[src/rtl/spi_pkg.sv]
// Purpose : shared SPI definitions (FSM states, default frame width and synchronizer depth).
// Latency : n/a (types and constants only).
// Backpr. : n/a.
package spi_pkg;

    // Default frame width and synchronizer depth, shared with the SPI master.
    localparam int SPI_DATA_W      = 8;
    localparam int SPI_SYNC_STAGES = 2;

    typedef enum logic {
        ST_IDLE   = 1'b0,
        ST_ACTIVE = 1'b1
    } spi_state_e;

endpackage

[src/rtl/spi_sync_edge.sv]
// Purpose : multi-flop synchronizer for async inputs with single-cycle rise/fall events.
// Latency : o_sync follows the pin after STAGES cycles; the events are valid in that same cycle.
// Backpr. : none; every edge produces exactly one event cycle.
// Ports   : i_clk/i_rst (sync, active-high), i_async (raw pins),
//           o_sync (synchronized level), o_rise / o_fall (one-cycle edge events).
module spi_sync_edge #(
    parameter int               WIDTH   = 1,
    parameter int               STAGES  = 2,
    parameter logic [WIDTH-1:0] RST_VAL = '0
) (
    input  logic             i_clk,
    input  logic             i_rst,
    input  logic [WIDTH-1:0] i_async,
    output logic [WIDTH-1:0] o_sync,
    output logic [WIDTH-1:0] o_rise,
    output logic [WIDTH-1:0] o_fall
);

    logic [WIDTH-1:0] r_sync [STAGES];
    logic [WIDTH-1:0] r_prev;

    // Reset to the pin's idle level so leaving reset never fakes an edge.
    always_ff @(posedge i_clk) begin
        if (i_rst) begin
            for (int i = 0; i < STAGES; i++) begin
                r_sync[i] <= RST_VAL;
            end
            r_prev <= RST_VAL;
        end else begin
            r_sync[0] <= i_async;
            for (int i = 1; i < STAGES; i++) begin
                r_sync[i] <= r_sync[i-1];
            end
            r_prev <= r_sync[STAGES-1];
        end
    end

    assign o_sync = r_sync[STAGES-1];
    assign o_rise = o_sync & ~r_prev;
    assign o_fall = ~o_sync & r_prev;

endmodule

[src/rtl/spi_slave.sv]
// Purpose : SPI mode-0 responder, MSB-first DATA_W-bit frames, one-deep TX holding register.
// Latency : pin edge to action SYNC_STAGES+1 cycles; MISO and RX_VALID SYNC_STAGES+2 cycles after the pin edge.
// Backpr. : TX accepted only when the holding register is empty; RX has no handshake (overwritten each frame).
// Ports   : i_clk/i_rst (sync, active-high); i_sclk/i_cs_n/i_mosi async SPI pins; o_miso/o_miso_oe;
//           i_tx_data/i_tx_valid/o_tx_ready holding-register write; o_rx_data/o_rx_valid received frame;
//           o_tx_underrun frame started with nothing held; o_busy synchronized chip select.
module spi_slave
    import spi_pkg::*;
#(
    parameter int DATA_W      = SPI_DATA_W,
    parameter int SYNC_STAGES = SPI_SYNC_STAGES
) (
    input  logic              i_clk,
    input  logic              i_rst,
    input  logic              i_sclk,
    input  logic              i_cs_n,
    input  logic              i_mosi,
    output logic              o_miso,
    output logic              o_miso_oe,
    input  logic [DATA_W-1:0] i_tx_data,
    input  logic              i_tx_valid,
    output logic              o_tx_ready,
    output logic [DATA_W-1:0] o_rx_data,
    output logic              o_rx_valid,
    output logic              o_tx_underrun,
    output logic              o_busy
);

    localparam int CNT_W = $clog2(DATA_W + 1);

    spi_state_e          r_state, w_state_nxt;
    logic [CNT_W-1:0]    r_cnt;
    logic [DATA_W-1:0]   r_tx_shift, r_rx_shift, r_hold, r_rx_data;
    logic                r_hold_full, r_load_pend, r_miso, r_rx_valid, r_tx_underrun;
    logic [SYNC_STAGES-1:0] r_mosi_sync;

    logic w_sclk_sync, w_sclk_rise, w_sclk_fall;
    logic w_cs_sync, w_cs_rise, w_cs_fall;
    logic w_mosi, w_load, w_shift, w_sample, w_abort, w_complete;
    logic w_unused_sclk_lvl;

    spi_sync_edge #(.WIDTH(1), .STAGES(SYNC_STAGES), .RST_VAL(1'b0)) u_sclk_sync (
        .i_clk  (i_clk),
        .i_rst  (i_rst),
        .i_async(i_sclk),
        .o_sync (w_sclk_sync),
        .o_rise (w_sclk_rise),
        .o_fall (w_sclk_fall)
    );

    spi_sync_edge #(.WIDTH(1), .STAGES(SYNC_STAGES), .RST_VAL(1'b1)) u_cs_sync (
        .i_clk  (i_clk),
        .i_rst  (i_rst),
        .i_async(i_cs_n),
        .o_sync (w_cs_sync),
        .o_rise (w_cs_rise),
        .o_fall (w_cs_fall)
    );

    // Only SCLK edges matter; the level is deliberately left unused.
    assign w_unused_sclk_lvl = w_sclk_sync;

    // MOSI needs the level only; same depth keeps it aligned with the SCLK events.
    always_ff @(posedge i_clk) begin
        if (i_rst) begin
            r_mosi_sync <= '0;
        end else begin
            r_mosi_sync <= {r_mosi_sync[SYNC_STAGES-2:0], i_mosi};
        end
    end
    assign w_mosi = r_mosi_sync[SYNC_STAGES-1];

    always_ff @(posedge i_clk) begin
        if (i_rst) begin
            r_state <= ST_IDLE;
        end else begin
            r_state <= w_state_nxt;
        end
    end

    // Next state plus per-cycle datapath strobes.
    always_comb begin
        w_state_nxt = r_state;
        w_load      = 1'b0;
        w_shift     = 1'b0;
        w_sample    = 1'b0;
        w_abort     = 1'b0;
        case (r_state)
            ST_IDLE: begin
                if (w_cs_fall) begin
                    w_state_nxt = ST_ACTIVE;
                    w_load      = 1'b1;
                end
            end
            ST_ACTIVE: begin
                if (w_cs_rise) begin
                    w_state_nxt = ST_IDLE;
                    w_abort     = 1'b1;
                end else begin
                    w_sample = w_sclk_rise;
                    // The first fall after a finished frame loads the next one instead of shifting.
                    if (w_sclk_fall) begin
                        w_load  = r_load_pend;
                        w_shift = ~r_load_pend;
                    end
                end
            end
            default: w_state_nxt = ST_IDLE;
        endcase
    end

    // Counter reached DATA_W on the previous rise: shift register already holds the last bit.
    assign w_complete = (r_cnt == CNT_W'(DATA_W));

    always_ff @(posedge i_clk) begin
        if (i_rst) begin
            r_cnt         <= '0;
            r_tx_shift    <= '0;
            r_rx_shift    <= '0;
            r_rx_data     <= '0;
            r_hold        <= '0;
            r_hold_full   <= 1'b0;
            r_load_pend   <= 1'b0;
            r_miso        <= 1'b0;
            r_rx_valid    <= 1'b0;
            r_tx_underrun <= 1'b0;
        end else begin
            r_rx_valid    <= 1'b0;
            r_tx_underrun <= 1'b0;

            if (w_sample) begin
                r_rx_shift <= {r_rx_shift[DATA_W-2:0], w_mosi};
                r_cnt      <= r_cnt + CNT_W'(1);
            end

            if (w_complete) begin
                r_rx_data   <= r_rx_shift;
                r_rx_valid  <= 1'b1;
                r_cnt       <= '0;
                r_load_pend <= 1'b1;
            end

            // Load uses the holding state from before any same-cycle write.
            if (w_load) begin
                r_load_pend <= 1'b0;
                if (r_hold_full) begin
                    r_tx_shift  <= r_hold;
                    r_hold_full <= 1'b0;
                end else begin
                    r_tx_shift    <= '0;
                    r_tx_underrun <= 1'b1;
                end
            end else if (w_shift) begin
                r_tx_shift <= {r_tx_shift[DATA_W-2:0], 1'b0};
            end

            // Deselect mid-frame drops the partial frame; the holding register survives.
            if (w_abort) begin
                r_cnt       <= '0;
                r_load_pend <= 1'b0;
                r_tx_shift  <= '0;
            end

            if (i_tx_valid && !r_hold_full) begin
                r_hold      <= i_tx_data;
                r_hold_full <= 1'b1;
            end

            r_miso <= (r_state == ST_ACTIVE) ? r_tx_shift[DATA_W-1] : 1'b0;
        end
    end

    assign o_miso        = r_miso;
    assign o_miso_oe     = (r_state == ST_ACTIVE);
    assign o_tx_ready    = ~r_hold_full;
    assign o_rx_data     = r_rx_data;
    assign o_rx_valid    = r_rx_valid;
    assign o_tx_underrun = r_tx_underrun;
    assign o_busy        = ~w_cs_sync;

endmodule
[config.mk]
export PLATFORM = sky130hd
export DESIGN_NAME = spi_slave
export DESIGN_NICKNAME = d
export VERILOG_FILES = /design/src/rtl/spi_pkg.sv /design/src/rtl/spi_sync_edge.sv /design/src/rtl/spi_slave.sv
export SDC_FILE = /design/constraint.sdc
export NUM_CORES = 1
export LEC_CHECK = 0
export CAP_MARGIN = 40
export CORE_MARGIN = 1
export CORE_UTILIZATION = 56
export DETAILED_ROUTE_END_ITERATION = 8
export GPL_ROUTABILITY_DRIVEN = 0
export HOLD_SLACK_MARGIN = 0.02
export PLACE_DENSITY = 0.93
export SETUP_SLACK_MARGIN = 0.15
export SYNTH_ARGS = -nofsm -noshare
export SYNTH_HDL_FRONTEND = slang
export SYNTH_SLANG_ARGS = --single-unit
[constraint.sdc]
create_clock -name i_clk -period 3.26 [get_ports i_clk]
set_input_delay 0.489 -clock i_clk [delete_from_list [all_inputs] [get_ports i_clk]]
set_output_delay 0.489 -clock i_clk [all_outputs]
set_load 0.01 [all_outputs]
---- Yosys cells after proc, flatten, opt, wreduce, memory -nomap -nowiden ----
Memory sizes are Yosys's and may differ from the RTL's.
Cells that the tools add are included.
operators by class
  bitwise gates (word level) .............. 16
  shift operators ......................... 0
  reductions and logical operators ........ 9
  divide/modulo/power cells ............... 0
  magnitude comparators ................... 0
  eq/ne operators ......................... 1
  multiply operators ...................... 0
  $add $sub $neg .......................... 1
  muxes and demuxes ....................... 27
operators by type and width
  kind                 number
  $mux 8               3
  $mux 1               22
  $not 1->1            8
  $reduce_or 2->1      3
  $reduce_or 3->1      2
  $add 4x1->4 const B  1
  $and 1x1->1          4
  $eq 4x4->1 const B   1
  $or 1x1->1           4
  $pmux 1 s2           2
  $reduce_bool 2->1    2
  $logic_and 1x1->1    1
  $logic_not 1->1      1
storage, ports and cells
  memories kept ........................... 2
  register bits ........................... 46
  output and inout bits ................... 14
  bits in read-only memories .............. 0
  bits of input ports ..................... 14
  memory bits (writable) .................. 4
  word-level logic and storage cells ...... 70
  latch bits .............................. 0
memories
  name                words  width  rd ports  clocked after memory_dff  wr ports  RTL line             source
  u_cs_sync.r_sync    2      1      2         0                         2         spi_sync_edge.sv:19  logic [WIDTH-1:0] r_sync [STAGES];
  u_sclk_sync.r_sync  2      1      2         0                         2         spi_sync_edge.sv:19

---- Logic depth before layout (Yosys ltp) ----
  depth in word-level cells ............... 7
  depth in mapped cells ................... 7
  mapped depth without buffers ............ 6

---- Hierarchy ----
From an unflattened synthesis, not the netlist that was laid out.
second synthesis, totals
  cell total of the unflattened synthesis .. 211
  area, all modules ....................... 1990.7 µm²
by module, submodules not included
  module                        area an instance (µm²)  seq. area each (µm²)  instances  cells an instance
  spi_slave                     1806.7                  880.8                 1          195
  spi_sync_edge at u_cs_sync    92.6                    60.1                  1          8
  spi_sync_edge at u_sclk_sync  91.3                    60.1                  1          8

---- Least setup slack after synthesis ----
Ideal clock, no wire load.
  kind .................................... register to register
  start point ............................. register r_state, in the netlist o_miso_oe
  end point ............................... register r_tx_shift[3]
  buffers on the path ..................... 1
  required time ........................... 3.136 ns
  cell stages (with the launch flop) ...... 6
  setup slack ............................. 1.874 ns
  clock period less this slack ............ 1.386 ns
  setup time .............................. 0.124 ns
  data arrival time ....................... 1.261 ns
  cell sequence ........................... dfxtp_1 > and3b_4 > a211o_4 > buf_6 > o21ai_2 > a31oi_2
between the ends
  word-level cells in the longest chain between the ends .. 3
  elaborated cells between the ends (all ways) .. 7
  classes of those cells .................. mux: 4; bitwise: 1; reduce/logical: 2
RTL lines
  item                                                RTL line          source
  start, declared                                     spi_slave.sv:31   spi_state_e r_state, w_state_nxt;
  start signal, assigned                              spi_slave.sv:77   r_state <= w_state_nxt;
  $not 1->1                                           n/a
  $pmux 1 s2                                          spi_slave.sv:88   case (r_state)
  $mux 8 / $reduce_bool 2->1 (equally long branches)  n/a
  end signal, assigned                                spi_slave.sv:147  r_tx_shift <= r_hold;
  end signal, assigned                                spi_slave.sv:154  r_tx_shift <= {r_tx_shift[DATA_W-2:0], 1'b0};
  end, declared                                       spi_slave.sv:33   logic [DATA_W-1:0] r_tx_shift, r_rx_shift, r_hold, r_rx_data;
Parallel ways exist; a longest one is shown, timed or not.
A chain may end at the register's enable or synchronous reset.

---- Worst setup path in the final report ----
  start point ............................. register r_hold_full
  end point ............................... output o_tx_ready
between the ends
  word-level cells in the longest chain between the ends .. 1
RTL lines
  item                    RTL line          source
  start, declared         spi_slave.sv:34   logic r_hold_full, r_load_pend, r_miso, r_rx_valid, r_tx_underrun;
  start signal, assigned  spi_slave.sv:122  r_hold_full <= 1'b0;
  start signal, assigned  spi_slave.sv:148  r_hold_full <= 1'b0;
  start signal, assigned  spi_slave.sv:166  r_hold_full <= 1'b1;
  $not 1->1               spi_slave.sv:175  assign o_tx_ready = ~r_hold_full;
  end, declared           spi_slave.sv:22   output logic o_tx_ready,
Every way passes these cells.

==> qor.yml <==
run_status: "finished, final reports clean"
drt-initial-drc-count: 68
yosysTopAreaCellShare_pct: 52.8
power_leakage_nw: 0.799
grt_pass1_vias: 1327
power.density_mw_per_mm2: 472
vias: 1461
holdPathEnd: "u_cs_sync.r_sync[0][1]"
post_cts_buffers: 0
period_share_pct: 62.5
slew_viol_final: 0
power_switching_uw: 227
critPathArrivalTime_ps: 1550
start_util_pct: 60.6
drc_errors: 0
stdcell_count: 277
crit_type: "register to output port"
max_freq_mhz: 491
async_flop_share_pct: 0
grt_pass1_wl_um: 5630
finalHoldViolations: 0
required_ps: 2770
ys_warn_count: 0
skew_ps: 9.88
nets: 249
synth_edf_count: 0
synthFlopType: "dfxtp_1"
path_max_fanout: 12
ys_ff_latch: 50
syn_avg_cell_area_sq_um: 9.16
cts_root_buf: "clkbuf_4"
ff2ff_path_depth: 4
tightestPinTransition_ps: 687
hp-class: "register to register"
cts_sinks: 50
end_kind: "output port"
synth_most_common_cell: "dfxtp_1"
synth_common_cells: "dfxtp_1 (50), nand2_1 (46), a21oi_1 (18), nor2_1 (16), mux2i_1 (9)"
antennaDiodeCount: 0
drt-wirelength-per-cell_um: 11.7
setup_violations: 0
rows: 20
pwr-share-comb_pct: 6.6
post_drt_via_cell_ratio: 5.27
drive_gt1_share_pct: 8.58
cp-start-kind: "register"
dp_cells: 270
grt_max_degree: 21
r2r-start: "o_miso_oe"
routed_wl_um: 3250
cts_htree_levels: 2
port_buffers: 27
clkPwrFrac_pct: 33.3
synth_top_cell_by_area: "dfxtp_1"
cts_resized: 0
clockBufferDepth: 2
clock_latency_ps: 360
netlist_instances: 207
power.internal_uw: 843
die_area_sq_mm: 0.00362
dr.pass1.iters: 4
min_period_ps: 2040
holdPathStages: 1
max_cap_viol_count: 0
grt_setup_unrepaired: "false"
synth.cell_area_sq_mm: 0.00190
core_sq_mm: 0.00313
min_from: "u_cs_sync.r_sync[0][0]"
die_height_um: 60.2
pwr-share-seq_pct: 60.1
cts_buffers: 5
grt_usage_pct: 21.4
ctsHoldBuffers: 0
gr-total-overflow: 0
synth_nets: 223
antenna_found_initial: 0
clk_pin_slew_ps: 130
slew_headroom_pct: 54.1
synth_area_leaders: "dfxtp_1 (53%), nand2_1 (9.1%), a21oi_1 (4.8%)"
swShare_pct: 21.2
ir_worst_vdd_v: 0.000352
yosysSeqAreaShare_pct: 52.8
ios: 28
r2r_end: "r_tx_shift[6]"
area_growth_pct: 19.5
dp_hpwl_um: 2180
r2r_slack_ps: 1760
synth_cell_types: 34
die_w_um: 60.2
setup_tns_ps: 0
ant_nets: 0
cts_tree: "yes"
## area by class of cell
cell class | instances | area (sq um)
Clock buffer | 6 | 51.3
Clock inverter | 1 | 30.0
Fill cell | 241 | 863
Inverter | 5 | 18.8
Multi-Input combinational cell | 142 | 823
Sequential cell | 50 | 1000
Tap cell | 44 | 55.1
Timing Repair Buffer | 29 | 285
## layer usage
| metal | GRT usage (%) | part of all wire (%) | up-vias | wire [um] |
|---|---|---|---|---|
| met4 | 11.6 | 2.6 | 0 | 84 |
| met2 | 34.4 | 49 | 33 | 1580 |
| met3 | 5.41 | 3.6 | 11 | 116 |
| li1 | - | - | 742 | - |
| met5 | 0 | 0 | - | 0 |
| met1 | 26.0 | 45 | 675 | 1470 |
## sequential cells by signal (all words and copies together), names as in the netlist
| register | cells |
|---|---|
| o_miso | 1 |
| o_miso_oe | 1 |
| o_rx_data | 8 |
| o_rx_valid | 1 |
| o_tx_underrun | 1 |
| r_cnt | 4 |
| r_hold | 8 |
| r_hold_full | 1 |
| r_load_pend | 1 |
| r_mosi_sync | 2 |
| r_rx_shift | 8 |
| r_tx_shift | 8 |
| u_cs_sync.r_prev | 1 |
| u_cs_sync.r_sync | 2 |
| u_sclk_sync.r_prev | 1 |
| u_sclk_sync.r_sync | 2 |
## kinds of logic after synthesis
logic type	after synthesis	share of synthesized area, %
adders and majority gates	2	1.32
and+or+nand+nor	90	22.9
xor gates and xnor gates	3	1.39
buffers and inverters	15	3.76
muxes	9	4.75
AOI/OAI and AO/OA	38	13.1
DFF	50	52.8
## how the worst max path moves through the flow
stage                      from             to  slack, ps  depth (start not counted)
floorplan             o_miso_oe  r_tx_shift[3]       1870                          5
detailed placement        i_rst  r_tx_shift[4]       1080                          4
CTS                 r_hold_full     o_tx_ready       1240                          2
global route        r_hold_full     o_tx_ready       1140                          2
global placement          i_rst  r_tx_shift[4]       1160                          4
finish              r_hold_full     o_tx_ready       1220                          2
## power by group through the flow
| stage | Clock, mW | Sequential [mW] | Combinational (mW) |
|---|---|---|---|
| floorplan | 0 | 0.650 | 0.0464 |
| global placement | 0 | 0.654 | 0.0684 |
| detailed placement | 0 | 0.655 | 0.0707 |
| CTS | 0.362 | 0.642 | 0.0711 |
| global route | 0.389 | 0.646 | 0.0785 |
| finish | 0.356 | 0.642 | 0.0706 |
## worst max-delay path, cell delays in order (launching register included)
cell and delay [ps]:
dfxtp_1 590, inv_1 110, clkdlybuf4s50_1 490
## stage by stage
stage	cell area [sq um]	utilization [%]	setup slack [ps]	hold WS [ps]	total power, mW
global route	2260	72.4	1140	441	1.11
floorplan	1900	-	1870	389	0.697
finish	2260	72.4	1220	426	1.07
CTS	2260	72.4	1240	429	1.08
detailed placement	2180	69.8	1080	398	0.726
global placement	2180	69.8	1160	394	0.723
## cell usage in the layout (no fill, tap or decap), types with 2 or more instances in the layout
cell type	instances
a21oi_1	18
a31oi_1	6
buf_4	2
clkbuf_4	5
clkdlybuf4s50_1	27
dfxtp_1	50
ha_1	2
inv_1	5
mux2i_1	9
nand2_1	46
nand3b_1	7
nor2_1	16
nor2b_1	7
nor3_1	2
o21ai_0	3
o21ai_1	4
or2_2	4
xnor2_1	3
No activity file was read; power rests on OpenSTA's default activity.
